File: src/rtl/fetch_ctrl_if.sv
// Bundle of the fetch controller's memory-side and decode-side signals.
// The master modport is the controller itself; the slave modport is its surroundings.
interface fetch_ctrl_if;
  logic        fetch_en;
  logic        redirect_valid;
  logic [31:0] redirect_pc;
  logic [31:0] im_addr;
  logic [31:0] im_instr;
  logic        out_valid;
  logic        out_ready;
  logic [31:0] out_instr;
  logic [31:0] out_pc;
  logic        fault;

  modport master (
    input  fetch_en, redirect_valid, redirect_pc, im_instr, out_ready,
    output im_addr, out_valid, out_instr, out_pc, fault
  );

  modport slave (
    output fetch_en, redirect_valid, redirect_pc, im_instr, out_ready,
    input  im_addr, out_valid, out_instr, out_pc, fault
  );
endinterface

File: src/rtl/fetch_ctrl.sv
// Instruction-fetch controller at the IF/ID boundary: owns the PC, fetches from a
// combinational instruction memory and hands instructions to decode via valid/ready.
module fetch_ctrl #(
  parameter logic [31:0] RESET_PC   = 32'h0000_0000,
  parameter int          IMEM_WORDS = 64
) (
  input  logic         clk,
  input  logic         rst,
  fetch_ctrl_if.master bus
);

  localparam logic [31:0] NOP = 32'h0000_0013;

  typedef enum logic [1:0] {
    IDLE  = 2'd0,
    FETCH = 2'd1,
    FAULT = 2'd2
  } state_t;

  state_t      r_state;
  logic [31:0] r_pc;
  logic [31:0] r_outInstr;
  logic [31:0] r_outPc;
  logic        r_outValid;

  logic w_pcLegal;
  logic w_redirLegal;
  logic w_slotFree;

  // Word-index compare, so the range check trips before pc+4 could ever wrap.
  function automatic logic isLegal(input logic [31:0] addr);
    return (addr[1:0] == 2'b00) && (addr[31:2] < 30'(IMEM_WORDS));
  endfunction

  assign w_pcLegal    = isLegal(r_pc);
  assign w_redirLegal = isLegal(bus.redirect_pc);
  assign w_slotFree   = !r_outValid || bus.out_ready;

  always_ff @(posedge clk or posedge rst) begin
    if (rst) begin
      r_state    <= IDLE;
      r_pc       <= RESET_PC;
      r_outValid <= 1'b0;
      r_outInstr <= NOP;
      r_outPc    <= 32'h0;
    end else if (bus.redirect_valid) begin
      // Redirect wins over everything and flushes the output slot, accepted or not.
      r_pc       <= bus.redirect_pc;
      r_outValid <= 1'b0;
      case (r_state)
        FETCH:   if (!bus.fetch_en) r_state <= IDLE;
        FAULT:   if (w_redirLegal) r_state <= FETCH;
        default: r_state <= r_state;
      endcase
    end else begin
      case (r_state)
        IDLE: begin
          if (bus.out_ready) r_outValid <= 1'b0;
          if (bus.fetch_en) r_state <= FETCH;
        end
        FETCH: begin
          if (!bus.fetch_en) begin
            r_state <= IDLE;
            if (bus.out_ready) r_outValid <= 1'b0;
          end else if (!w_pcLegal) begin
            r_state <= FAULT;
            if (bus.out_ready) r_outValid <= 1'b0;
          end else if (w_slotFree) begin
            r_outInstr <= bus.im_instr;
            r_outPc    <= r_pc;
            r_outValid <= 1'b1;
            r_pc       <= r_pc + 32'd4;
          end
        end
        FAULT: begin
          if (bus.out_ready) r_outValid <= 1'b0;
        end
        default: r_state <= IDLE;
      endcase
    end
  end

  assign bus.im_addr   = r_pc;
  assign bus.out_valid = r_outValid;
  assign bus.out_instr = r_outInstr;
  assign bus.out_pc    = r_outPc;
  assign bus.fault     = (r_state == FAULT);

endmodule
File: src/flat_wrapper.sv
// flat-port wrapper written by rule: the top's interface ports become plain ports
module fetch_ctrl_flat 
#(
  parameter logic [31:0] RESET_PC   = 32'h0000_0000,
  parameter int          IMEM_WORDS = 64
)
  (clk, rst, bus_fetch_en, bus_redirect_valid, bus_redirect_pc, bus_im_instr, bus_out_ready, bus_im_addr, bus_out_valid, bus_out_instr, bus_out_pc, bus_fault);
  fetch_ctrl_if bus_i ();
  input  logic clk;
  input  logic rst;
  input wire logic [$bits(bus_i.fetch_en)-1:0] bus_fetch_en;
  input wire logic [$bits(bus_i.redirect_valid)-1:0] bus_redirect_valid;
  input wire logic [$bits(bus_i.redirect_pc)-1:0] bus_redirect_pc;
  input wire logic [$bits(bus_i.im_instr)-1:0] bus_im_instr;
  input wire logic [$bits(bus_i.out_ready)-1:0] bus_out_ready;
  output wire logic [$bits(bus_i.im_addr)-1:0] bus_im_addr;
  output wire logic [$bits(bus_i.out_valid)-1:0] bus_out_valid;
  output wire logic [$bits(bus_i.out_instr)-1:0] bus_out_instr;
  output wire logic [$bits(bus_i.out_pc)-1:0] bus_out_pc;
  output wire logic [$bits(bus_i.fault)-1:0] bus_fault;
  assign bus_i.fetch_en = bus_fetch_en;
  assign bus_i.redirect_valid = bus_redirect_valid;
  assign bus_i.redirect_pc = bus_redirect_pc;
  assign bus_i.im_instr = bus_im_instr;
  assign bus_i.out_ready = bus_out_ready;
  assign bus_im_addr = bus_i.im_addr;
  assign bus_out_valid = bus_i.out_valid;
  assign bus_out_instr = bus_i.out_instr;
  assign bus_out_pc = bus_i.out_pc;
  assign bus_fault = bus_i.fault;
  fetch_ctrl #(.RESET_PC(RESET_PC), .IMEM_WORDS(IMEM_WORDS)) u_core (.clk(clk), .rst(rst), .bus(bus_i));
endmodule
File: config.mk
export PLATFORM = sky130hd
export DESIGN_NAME = fetch_ctrl_flat
export DESIGN_NICKNAME = d
export VERILOG_FILES = /design/src/rtl/fetch_ctrl_if.sv /design/src/rtl/fetch_ctrl.sv /design/src/flat_wrapper.sv
export SDC_FILE = /design/constraint.sdc
export NUM_CORES = 1
export LEC_CHECK = 0
export ABC_AREA = 0
export CORE_MARGIN = 4
export CORE_UTILIZATION = 42
export CTS_CLUSTER_DIAMETER = 30
export DETAILED_ROUTE_END_ITERATION = 7
export PLACE_DENSITY = 0.8
export SYNTH_ARGS = -nofsm -noshare
export SYNTH_HDL_FRONTEND = slang
export SYNTH_SLANG_ARGS = --single-unit
File: constraint.sdc
create_clock -name clk -period 3.16 [get_ports clk]
set_input_delay 0.316 -clock clk [delete_from_list [all_inputs] [get_ports clk]]
set_output_delay 0.316 -clock clk [all_outputs]
set_load 0.005 [all_outputs]
==> results by group, run 1 <==
Status
  • Status: finished, final reports clean

Worst hold path
  • Hold Path Class: in2async

Critical path
  • Crit end category: register
  • Kind of critical path: reg2reg
  • Worst setup SP type: register
  • CP required: 3.39 ns
  • Worst-path fanout max: 64
  • Worst path arrival time: roughly 2.6 ns

Clock tree
  • CTS resizes: 0
  • Clk buf depth: 2
  • CTS tree: built
  • CTS Hold Bufs: 0
  • Root buffer cell: clkbuf_8
  • Reg clk slew, reported paths: around 0.090 ns
  • H-tree levels: 3
  • CTS sink cnt: 99
  • Postcts setup bufs: 0
  • Num CTS Buffers: 9
  • Worst-skew pair later-pin latency: 0.35 ns

Timing
  • Crit share post-route: 0.7617
  • TNS Setup: 0 ns
  • Hold Worst Slack: 0.4207 ns
  • Tightest Pin Transition: 0.9108 ns
  • Worst Clk Skew: 0.01260 ns
  • Rel. slew slack: 0.3928
  • Fmax: 415.5 MHz
  • # setup viols final: 0
  • RSZ-0062 raised after global routing: no
  • Final max-slew violation count: 0
  • Minimum clock period: 2.407 ns
  • Final hold vios: 0

Finish
  • N_diodes: 0
  • Final nets: 512
  • Final instance area: 5866 µm²
  • Layout cells sized above 1: 0.1991
  • # fillers: 681
  • Layout area overhead: 51.03%
  • Non-Filler Instances: 555

Global route
  • Grt total ovfl: 0
  • Initial antenna violation count: 0
  • GRT Total Usage: 0.1763
  • Largest net degree at the start of global routing: 65
  • First-pass GRT wire length: 15560 µm
  • Vias in the first global route: 3026

Synth
  • Share of the synthesized area in the top cell type: 0.6186
  • Top post-synthesis cells by count: 96 x dfrtp_1, 63 x mux2_2, 28 x nor2b_1
  • Register area share after synthesis: 0.6389
  • Synth Register Bits: slightly below 100
  • Yosys top cell by area: dfrtp_1
  • Cells after Synth: 272
  • Primary FF master, synth: dfrtp_1
  • Post-synth ARST share: 1.000
  • Post-Syn Nets: roughly 340
  • Mean Syn Cell Area: ~14 µm²
  • Top cells by area, synth: dfrtp_1 62%, mux2_2 18%, nor2b_1 4.5%
  • Post-synth EDFFs: 0
  • Yosys cell types: 30
  • Cell with the most instances after synthesis: dfrtp_1
  • Synthesized cell area: 3884 µm²
  • Yosys warnings: 0

Place
  • Detailed-placement wirelength estimate: 6949 µm
  • DP Area: 5649 µm²
  • Port bufs: 166
  • Routability-driven placement congestion ratio: 0.7670
  • Placed Cells: roughly 540

Route
  • DR vias: between 2000 and 3000
  • Average wire per standard cell: roughly 17 µm
  • Post-Route WL: 9339 µm
  • DR DRC count: 0
  • Post-route ant nets: 0
  • TritonRoute pass-1 iters: 4
  • Initial DRC count: 44
  • Via/cell ratio: 5.092

Die
  • Core area: 8848 µm²
  • IO Count: 167
  • FP Rows: 34
  • Die Width: 104.2 µm
  • Initial cell density of the core: 0.4389
  • Die Y: 104.2 µm
  • Die area: 10850 µm²

Run
  • Max-cap viol count: 0

Power and ir drop
  • Static Leak: approximately 2.6 nW
  • Max VDD drop: between 200 and 250 µV
  • PwrDens: between 400 and 500 nW/µm²
## placed cells by master (no fill, tap or decap), types with 2 or more instances in the layout
| cell type | count |
|---|---|
| o21ai_0 | 4 |
| mux2_1 | 3 |
| dfstp_2 | 3 |
| nand2_1 | 8 |
| dfrtp_1 | 96 |
| mux2_2 | 63 |
| clkbuf_8 | 9 |
| clkdlybuf4s50_1 | 165 |
| nor2b_1 | 28 |
| nor2_1 | 7 |
| nand3_1 | 6 |
| xnor2_1 | 3 |
| mux2i_1 | 2 |
| nand4_1 | 4 |
| nor4_1 | 13 |
| clkinvlp_4 | 2 |
| buf_4 | 3 |
| nor3_1 | 4 |
| a21oi_1 | 2 |
| inv_1 | 3 |
| bufinv_16 | 2 |
## layer usage
layer | track usage | vias to the layer above | wire length, µm
met5 | 0 | - | 0
met4 | 0.05888 | 0 | 132
met3 | 0.05214 | 13 | 702
met2 | 0.2846 | 123 | 4397
met1 | 0.2280 | 1382 | 4107
li1 | - | 1308 | -
## power by group
group	switching [mW]	total (mW)	internal (mW)
clock network	0.431	0.879	0.448
registers	0.0591	1.38	1.32
logic	0.122	0.339	0.217
total	0.612	2.60	1.98
## through the flow
step                      utilization  power (mW)  worst slack [ns]
after floorplan                     -       1.513            0.2585
after global placement         0.6384       1.735            0.7872
after detailed placement       0.6384       1.744            0.7355
after CTS                      0.6629       2.624            0.7206
after global routing           0.6629       2.711            0.5717
final                          0.6629       2.596            0.7530
## final cells by class
type                       instances  area [µm²]  share of cell area
clock buffer                      10       127.6             0.02176
clock inverter                     6       88.84             0.01515
inverter                           4       17.52            0.002986
multi-input combinational        158        1316              0.2244
sequential                        99        2481              0.4230
tap                              108       135.1             0.02304
timing repair buffer             170        1699              0.2897
## registers in the layout, indices dropped and copies added (netlist names)
register / count
u_core.bus.im_addr: 32
u_core.bus.out_instr: 32
u_core.bus.out_valid: 1
u_core.bus.out_pc: 32
u_core.r_state: 2
## worst paths after layout
kind                                                    start                              endpoint  slack, ns  cells after the start
hold reg to reg             u_core.bus.out_pc[28]$_DFFE_PP0P_     u_core.bus.out_pc[28]$_DFFE_PP0P_       0.50                      1
min in group clk            u_core.bus.out_pc[28]$_DFFE_PP0P_     u_core.bus.out_pc[28]$_DFFE_PP0P_       0.50                      1
setup reg to reg           u_core.bus.im_addr[14]$_DFFE_PP0P_  u_core.bus.out_instr[18]$_DFFE_PP0P_       0.75                      6
max in group asynchronous                                 rst     u_core.bus.out_pc[27]$_DFFE_PP0P_       1.92                      3
hold / removal                                            rst      u_core.bus.out_pc[0]$_DFFE_PP0P_       0.42                      2
setup / recovery           u_core.bus.im_addr[14]$_DFFE_PP0P_  u_core.bus.out_instr[18]$_DFFE_PP0P_       0.75                      6
## critical path, stage by stage (launching register included)
cell and delay [ns]:
dfrtp_1 0.40, nor4_1 0.33, nand4_1 0.28, or2_1 0.36, nor4_4 0.20, buf_12 0.33, mux2_2 0.37
## logic make-up after synthesis
logic type / count (synthesis) / share of synthesized area
flops: 99 / 0.6389
simple gates: 75 / 0.1124
mux: 68 / 0.1965
buf+inv: 15 / 0.02223
compound gates: 11 / 0.01998
xor+xnor: 3 / 0.006767
fa+ha+maj: 1 / 0.003221
No activity file was read; power rests on OpenSTA's default activity.
==> run 2: changes to the inputs <==
--- a/config.mk
+++ b/config.mk
@@ -7,10 +7,10 @@
 export LEC_CHECK = 0
 export ABC_AREA = 0
 export CORE_MARGIN = 4
-export CORE_UTILIZATION = 42
+export CORE_UTILIZATION = 38
 export CTS_CLUSTER_DIAMETER = 30
 export DETAILED_ROUTE_END_ITERATION = 7
-export PLACE_DENSITY = 0.8
+export PLACE_DENSITY = 0.76
 export SYNTH_ARGS = -nofsm -noshare
 export SYNTH_HDL_FRONTEND = slang
 export SYNTH_SLANG_ARGS = --single-unit
==> constraint.sdc (replaced) <==
create_clock -name clk -period 2.05 [get_ports clk]
set_input_delay 0.205 -clock clk [delete_from_list [all_inputs] [get_ports clk]]
set_output_delay 0.205 -clock clk [all_outputs]
set_load 0.005 [all_outputs]
==> run 2 against run 1 <==
Against the previous run:
- the flow now finishes with violations (negative setup slack)
- flip-flop and latch count did not move
- design area up 12%
- critical endpoint is now u_core.bus.im_addr[3]$_DFFE_PP0P_
- highest routed layer unchanged
- hold slack worse by 0.098 ns
- sequential share of layout area is 4.6 points lower
==> results by group, run 2 (same netlist as run 1, synthesis figures left out) <==
Status
  • Status: complete, but fails checks (was finished, final reports clean)
  • Violated checks: negative setup slack

Critical path
  • Kind of critical path: reg2reg (unchanged)
  • Worst path arrival time: 2.45 ns (was 2.64 ns)
  • Worst-path fanout max: 2 (was 64)
  • CP required: 2.30 ns (was 3.39 ns)
  • Worst setup SP type: register (unchanged)
  • R2r worst-path depth: 8 (was 6)
  • Crit end category: register (unchanged)

Finish
  • Reg area: 2481 µm² (unchanged)
  • Layout area overhead: 69.49% (was 51.03%)
  • Most frequent cells in the layout: 165 x clkdlybuf4s50_1, 96 x dfrtp_1, 41 x buf_4 (was 165 x clkdlybuf4s50_1, 96 x dfrtp_1, 63 x mux2_2)
  • Layout cells sized above 1: 0.3058 (was 0.1991)
  • Multi-input gate area: 1493 µm² (was 1316 µm²)
  • N_diodes: 0 (unchanged)
  • Final nets: 562 (was 512)
  • Most common cell after layout, fill and taps aside: clkdlybuf4s50_1 (unchanged)
  • Non-Filler Instances: 630 (was 555)
  • Final instance area: 6583 µm² (was 5866 µm²)
  • Layout Utilization: 0.6673 (was 0.6629)
  • # fillers: 701 (was 681)

Worst hold path
  • Hold Path Class: in2async (unchanged)

Global route
  • Grt total ovfl: 0 (unchanged)
  • Vias in the first global route: 3208 (was 3026)
  • Initial antenna violation count: 0 (unchanged)
  • GRT Total Usage: 0.1704 (was 0.1763)
  • First-pass GRT wire length: 15660 µm (was 15560 µm)
  • Largest net degree at the start of global routing: 100 (was 65)

Die
  • Die Y: 109.1 µm (was 104.2 µm)
  • FP Rows: 36 (was 34)
  • Initial cell density of the core: 0.3937 (was 0.4389)
  • Die Width: 109.1 µm (was 104.2 µm)
  • Die area: 11900 µm² (was 10850 µm²)
  • Core area: 9864 µm² (was 8848 µm²)
  • IO Count: 167 (unchanged)

Place
  • Port bufs: 166 (unchanged)
  • Pre-CTS setup slack: -0.3166 ns (was 0.7355 ns)
  • Routability-driven placement congestion ratio: 0.8201 (was 0.7670)
  • Placed Cells: 598 (was 539)
  • DP Area: 5949 µm² (was 5649 µm²)
  • Detailed-placement wirelength estimate: 7060 µm (was 6949 µm)

Timing
  • Hold Worst Slack: 0.3228 ns (was 0.4207 ns)
  • Tightest Pin Transition: 0.5422 ns (was 0.9108 ns)
  • Crit share post-route: 1.074 (was 0.7617)
  • Final setup margin: -0.1527 ns (was 0.7530 ns)
  • Worst Clk Skew: 0.007043 ns (was 0.01260 ns)
  • TNS Setup: -4.767 ns (was 0 ns)
  • # setup viols final: 59 (was 0)
  • RSZ-0062 raised after global routing: yes (was no)
  • Fmax: 454.0 MHz (was 415.5 MHz)
  • Rel. slew slack: 0.6385 (was 0.3928)
  • Minimum clock period: 2.203 ns (was 2.407 ns)
  • Final max-slew violation count: 0 (unchanged)
  • Final hold vios: 0 (unchanged)

Clock tree
  • Clk buf depth: 2 (unchanged)
  • CTS tree: built (unchanged)
  • Worst-skew pair later-pin latency: 0.35 ns (about the same)
  • Num CTS Buffers: 9 (unchanged)
  • CTS Hold Bufs: 0 (unchanged)
  • Root buffer cell: clkbuf_8 (unchanged)
  • CTS sink cnt: 99 (unchanged)
  • Reg clk slew, reported paths: 0.09 ns (about the same)
  • H-tree levels: 3 (unchanged)

Power and ir drop
  • Pwr Total: 4.148 mW (was 2.596 mW)
  • Static Leak: 2.898 nW (was 2.584 nW)
  • Max VDD drop: 416.9 µV (was 229.1 µV)
  • PwrDens: 630.2 nW/µm² (was 442.5 nW/µm²)

Route
  • Initial DRC count: 89 (was 44)
  • DR vias: 2981 (was 2826)
  • TritonRoute pass-1 iters: 4 (unchanged)
  • Average wire per standard cell: 17.01 µm (was 16.83 µm)
  • DR DRC count: 0 (unchanged)
  • Via/cell ratio: 4.732 (was 5.092)
  • Post-Route WL: 10720 µm (was 9339 µm)
  • Post-route ant nets: 0 (unchanged)

Run
  • Max-cap viol count: 0 (unchanged)
[run 2: critical path: stages, from the launching register on]
cell	delay, ns
dfrtp_1	0.41
nor4_2	0.27
buf_4	0.17
nand3_4	0.07
buf_4	0.14
nor4_2	0.30
buf_4	0.18
mux2_4	0.29
mux2_4	0.26
[run 2: routing by layer]
layer | track usage | vias to the layer above | wire length [µm]
li1 | - | 1398 | -
met1 | 0.2126 | 1453 | 4480
met2 | 0.2803 | 116 | 5238
met3 | 0.04677 | 14 | 842
met4 | 0.06763 | 0 | 154
met5 | 0 | - | 0
[run 2: what timing repair did]
action / 4_1_cts / 5_1_grt
setup buffers: 6 / 6
resized for setup: 30 / 21
setup endpoints to repair: 68 / 68
gates cloned: 3 / 3
pin swaps: 1 / 4
[run 2: power by group]
group          total (mW)  switching [mW]  internal (mW)  leakage (nW)
sequential           2.12          0.0911           2.03          1.30
clock                1.39           0.665          0.721         0.108
combinational       0.640           0.226          0.414          1.49
total                4.15           0.982           3.17          2.90
[run 2: area by class of cell]
cell class | count | share of cell area
Tap cell | 133 | 0.02528
Clock inverter | 6 | 0.01350
Sequential cell | 99 | 0.3769
Multi-Input combinational cell | 158 | 0.2268
Timing Repair Buffer | 220 | 0.3338
Inverter | 4 | 0.002851
Clock buffer | 10 | 0.02091
[run 2: path summary, 6_finish.rpt]
check / endpoint / slack (ns) / startpoint
min in group clk: u_core.bus.im_addr[4]$_DFFE_PP0P_ / 0.43 / bus_redirect_pc[4]
max in group asynchronous: u_core.bus.out_instr[5]$_DFFE_PP0P_ / 1.28 / rst
max: u_core.bus.im_addr[3]$_DFFE_PP0P_ / -0.15 / u_core.bus.im_addr[29]$_DFFE_PP0P_
min: u_core.bus.out_instr[31]$_DFFE_PP0P_ / 0.32 / rst
max reg2reg: u_core.bus.im_addr[3]$_DFFE_PP0P_ / -0.15 / u_core.bus.im_addr[29]$_DFFE_PP0P_
min reg2reg: u_core.bus.out_pc[22]$_DFFE_PP0P_ / 0.51 / u_core.bus.out_pc[22]$_DFFE_PP0P_
==> run 3: changes to the inputs <==
--- a/config.mk
+++ b/config.mk
@@ -7,10 +7,13 @@
 export LEC_CHECK = 0
 export ABC_AREA = 0
 export CORE_MARGIN = 4
-export CORE_UTILIZATION = 38
+export CORE_UTILIZATION = 39
+export CTS_BUF_LIST = sky130_fd_sc_hd__clkbuf_8
 export CTS_CLUSTER_DIAMETER = 30
 export DETAILED_ROUTE_END_ITERATION = 7
-export PLACE_DENSITY = 0.76
+export GPL_ROUTABILITY_DRIVEN = 0
+export HOLD_SLACK_MARGIN = 0.1
+export PLACE_DENSITY = 0.78
 export SYNTH_ARGS = -nofsm -noshare
 export SYNTH_HDL_FRONTEND = slang
 export SYNTH_SLANG_ARGS = --single-unit
==> run 3 against run 2 <==
Against the previous run:
- critical path type unchanged
- fmax fell by 0.58%
- combinational power fell by 3%
- the run still ends with negative setup slack left
- global-route usage rose by 1.7 points
- count of clock-buffer cells in the layout rose by 1
==> results by group, run 3 (same netlist as run 1, synthesis figures left out) <==
Die
  • Die Y: 107.8 µm (was 109.1 µm)
  • IO Count: 167 (unchanged)
  • FP Rows: 36 (unchanged)
  • Core area: 9729 µm² (was 9864 µm²)
  • Die area: 11620 µm² (was 11900 µm²)
  • Initial cell density of the core: 0.3992 (was 0.3937)
  • Die Width: 107.8 µm (was 109.1 µm)

Route
  • TritonRoute pass-1 iters: 4 (unchanged)
  • Post-Route WL: 10820 µm (was 10720 µm)
  • Via/cell ratio: 4.754 (was 4.732)
  • Average wire per standard cell: 17.20 µm (was 17.01 µm)
  • DR DRC count: 0 (unchanged)
  • Initial DRC count: 102 (was 89)
  • Post-route ant nets: 0 (unchanged)
  • DR vias: 2990 (was 2981)

Finish
  • Final nets: 561 (was 562)
  • Most frequent cells in the layout: 165 x clkdlybuf4s50_1, 96 x dfrtp_1, 48 x mux2_2 (was 165 x clkdlybuf4s50_1, 96 x dfrtp_1, 41 x buf_4)
  • N_diodes: 0 (unchanged)
  • Reg area: 2481 µm² (unchanged)
  • Non-Filler Instances: 629 (was 630)
  • # fillers: 766 (was 701)
  • Layout cells sized above 1: 0.2903 (was 0.3058)
  • Most common cell after layout, fill and taps aside: clkdlybuf4s50_1 (unchanged)
  • Layout area overhead: 68.62% (was 69.49%)
  • Layout Utilization: 0.6731 (was 0.6673)
  • Multi-input gate area: 1401 µm² (was 1493 µm²)

Clock tree
  • Reg clk slew, reported paths: 0.09 ns (about the same)
  • Num CTS Buffers: 9 (unchanged)
  • Clk buf depth: 2 (unchanged)
  • H-tree levels: 3 (unchanged)
  • CTS Hold Bufs: 0 (unchanged)
  • CTS tree: built (unchanged)
  • Root buffer cell: clkbuf_8 (unchanged)
  • Worst-skew pair later-pin latency: 0.35 ns (about the same)
  • CTS sink cnt: 99 (unchanged)

Timing
  • Rel. slew slack: 0.6579 (was 0.6385)
  • Crit share post-route: 1.081 (was 1.074)
  • Worst Clk Skew: 0.009739 ns (was 0.007043 ns)
  • # setup viols final: 59 (unchanged)
  • Fmax: 451.3 MHz (was 454.0 MHz)
  • Final setup margin: -0.1656 ns (was -0.1527 ns)
  • Minimum clock period: 2.216 ns (was 2.203 ns)
  • RSZ-0062 raised after global routing: yes (unchanged)
  • Final max-slew violation count: 0 (unchanged)
  • Final hold vios: 0 (unchanged)
  • Tightest Pin Transition: 0.5132 ns (was 0.5422 ns)

Global route
  • Grt total ovfl: 0 (unchanged)
  • Largest net degree at the start of global routing: 100 (unchanged)
  • Initial antenna violation count: 0 (unchanged)
  • First-pass GRT wire length: 16820 µm (was 15660 µm)
  • GRT Total Usage: 0.1872 (was 0.1704)
  • Vias in the first global route: 3289 (was 3208)

Place
  • Placed Cells: 598 (unchanged)
  • Detailed-placement wirelength estimate: 7254 µm (was 7060 µm)
  • Port bufs: 166 (unchanged)

Status
  • Status: complete, but fails checks (unchanged)
  • Violated checks: negative setup slack (unchanged)

Run
  • Max-cap viol count: 0 (unchanged)

Critical path
  • Worst path arrival time: 2.45 ns (about the same)
  • CP required: 2.29 ns (was 2.30 ns)
  • Slowest cell delay on critical path: 0.39 ns (was 0.41 ns)
  • R2r worst-path depth: 10 (was 8)
  • Worst-path fanout max: 5 (was 2)
  • Crit end category: register (unchanged)
  • CP Cell Sequence: nor4_1, buf_4, nand3_2, or2_4, nor4_4, buf_4, buf_6, buf_12, buf_12, mux2_4 (was nor4_2, buf_4, nand3_4, buf_4, nor4_2, buf_4, mux2_4, mux2_4)
  • Worst setup SP type: register (unchanged)
  • CP max-delay cell: dfrtp_1 (unchanged)
  • Kind of critical path: reg2reg (unchanged)

Power and ir drop
  • Max VDD drop: 412.1 µV (was 416.9 µV)
  • Static Leak: 2.907 nW (was 2.898 nW)
  • PwrDens: 628.1 nW/µm² (was 630.2 nW/µm²)

Worst hold path
  • Hold Path Class: in2async (unchanged)
run 3: where the power goes:
| group | leakage (nW) | switching, mW | total (mW) | internal [mW] |
|---|---|---|---|---|
| clock | 0.117 | 0.634 | 1.38 | 0.748 |
| sequential | 1.30 | 0.0757 | 2.11 | 2.03 |
| combinational | 1.49 | 0.223 | 0.624 | 0.400 |
| total | 2.91 | 0.933 | 4.11 | 3.18 |
run 3: critical path, delay by kind of cell, from the launching register on:
kind | cells | cell delay (ns)
DFF | 1 | 0.39
and+or+nand+nor | 4 | 0.76
buffers and inverters | 5 | 0.64
muxes | 1 | 0.31
run 3: worst paths after layout:
path	from	end	slack (ns)
worst max-delay path	u_core.bus.im_addr[22]$_DFFE_PP0P_	u_core.bus.out_instr[18]$_DFFE_PP0P_	-0.17
worst min-delay path	rst	u_core.bus.out_instr[16]$_DFFE_PP0P_	0.35
worst max register to register	u_core.bus.im_addr[22]$_DFFE_PP0P_	u_core.bus.out_instr[18]$_DFFE_PP0P_	-0.17
worst min register to register	u_core.bus.out_pc[17]$_DFFE_PP0P_	u_core.bus.out_pc[17]$_DFFE_PP0P_	0.50
max in group asynchronous	rst	u_core.bus.out_instr[1]$_DFFE_PP1P_	1.30
min in group clk	bus_redirect_pc[2]	u_core.bus.im_addr[2]$_DFFE_PP0P_	0.41
run 3: repair_timing:
action,in CTS,in global routing
setup buffers,7,3
gates resized for setup,18,16
cloned,5,1
setup endpoints to repair,65,69
hold endpoints to repair,0,0
run 3: metal layers:
layer | routed length (µm) | global-route usage
met5 | 0 | 0
met4 | 146 | 0.06763
met3 | 723 | 0.04919
met2 | 5370 | 0.3095
met1 | 4579 | 0.2365
run 3: layout make-up:
class,count,share of cell area
Clock buffer,11,0.02312
Clock inverter,5,0.01165
Inverter,4,0.002866
Multi-Input combinational cell,158,0.2140
Sequential cell,99,0.3789
Tap cell,133,0.02541
Timing Repair Buffer,219,0.3441
run 3: stage by stage:
step	setup TNS [ns]	instance area [µm²]	setup slack, ns	total power, mW	hold WS [ns]
2_1_floorplan	-7.709	3887	-0.1923	2.333	0.3249
5_1_grt	-12.19	6549	-0.2988	4.307	0.3969
6_report	-4.536	6549	-0.1656	4.114	0.3536
4_1_cts	-4.804	6447	-0.1896	4.165	0.3788
3_5_place_dp	-12.71	5949	-0.2236	2.764	0.4874
3_3_place_gp	-10.67	5949	-0.1868	2.749	0.4692
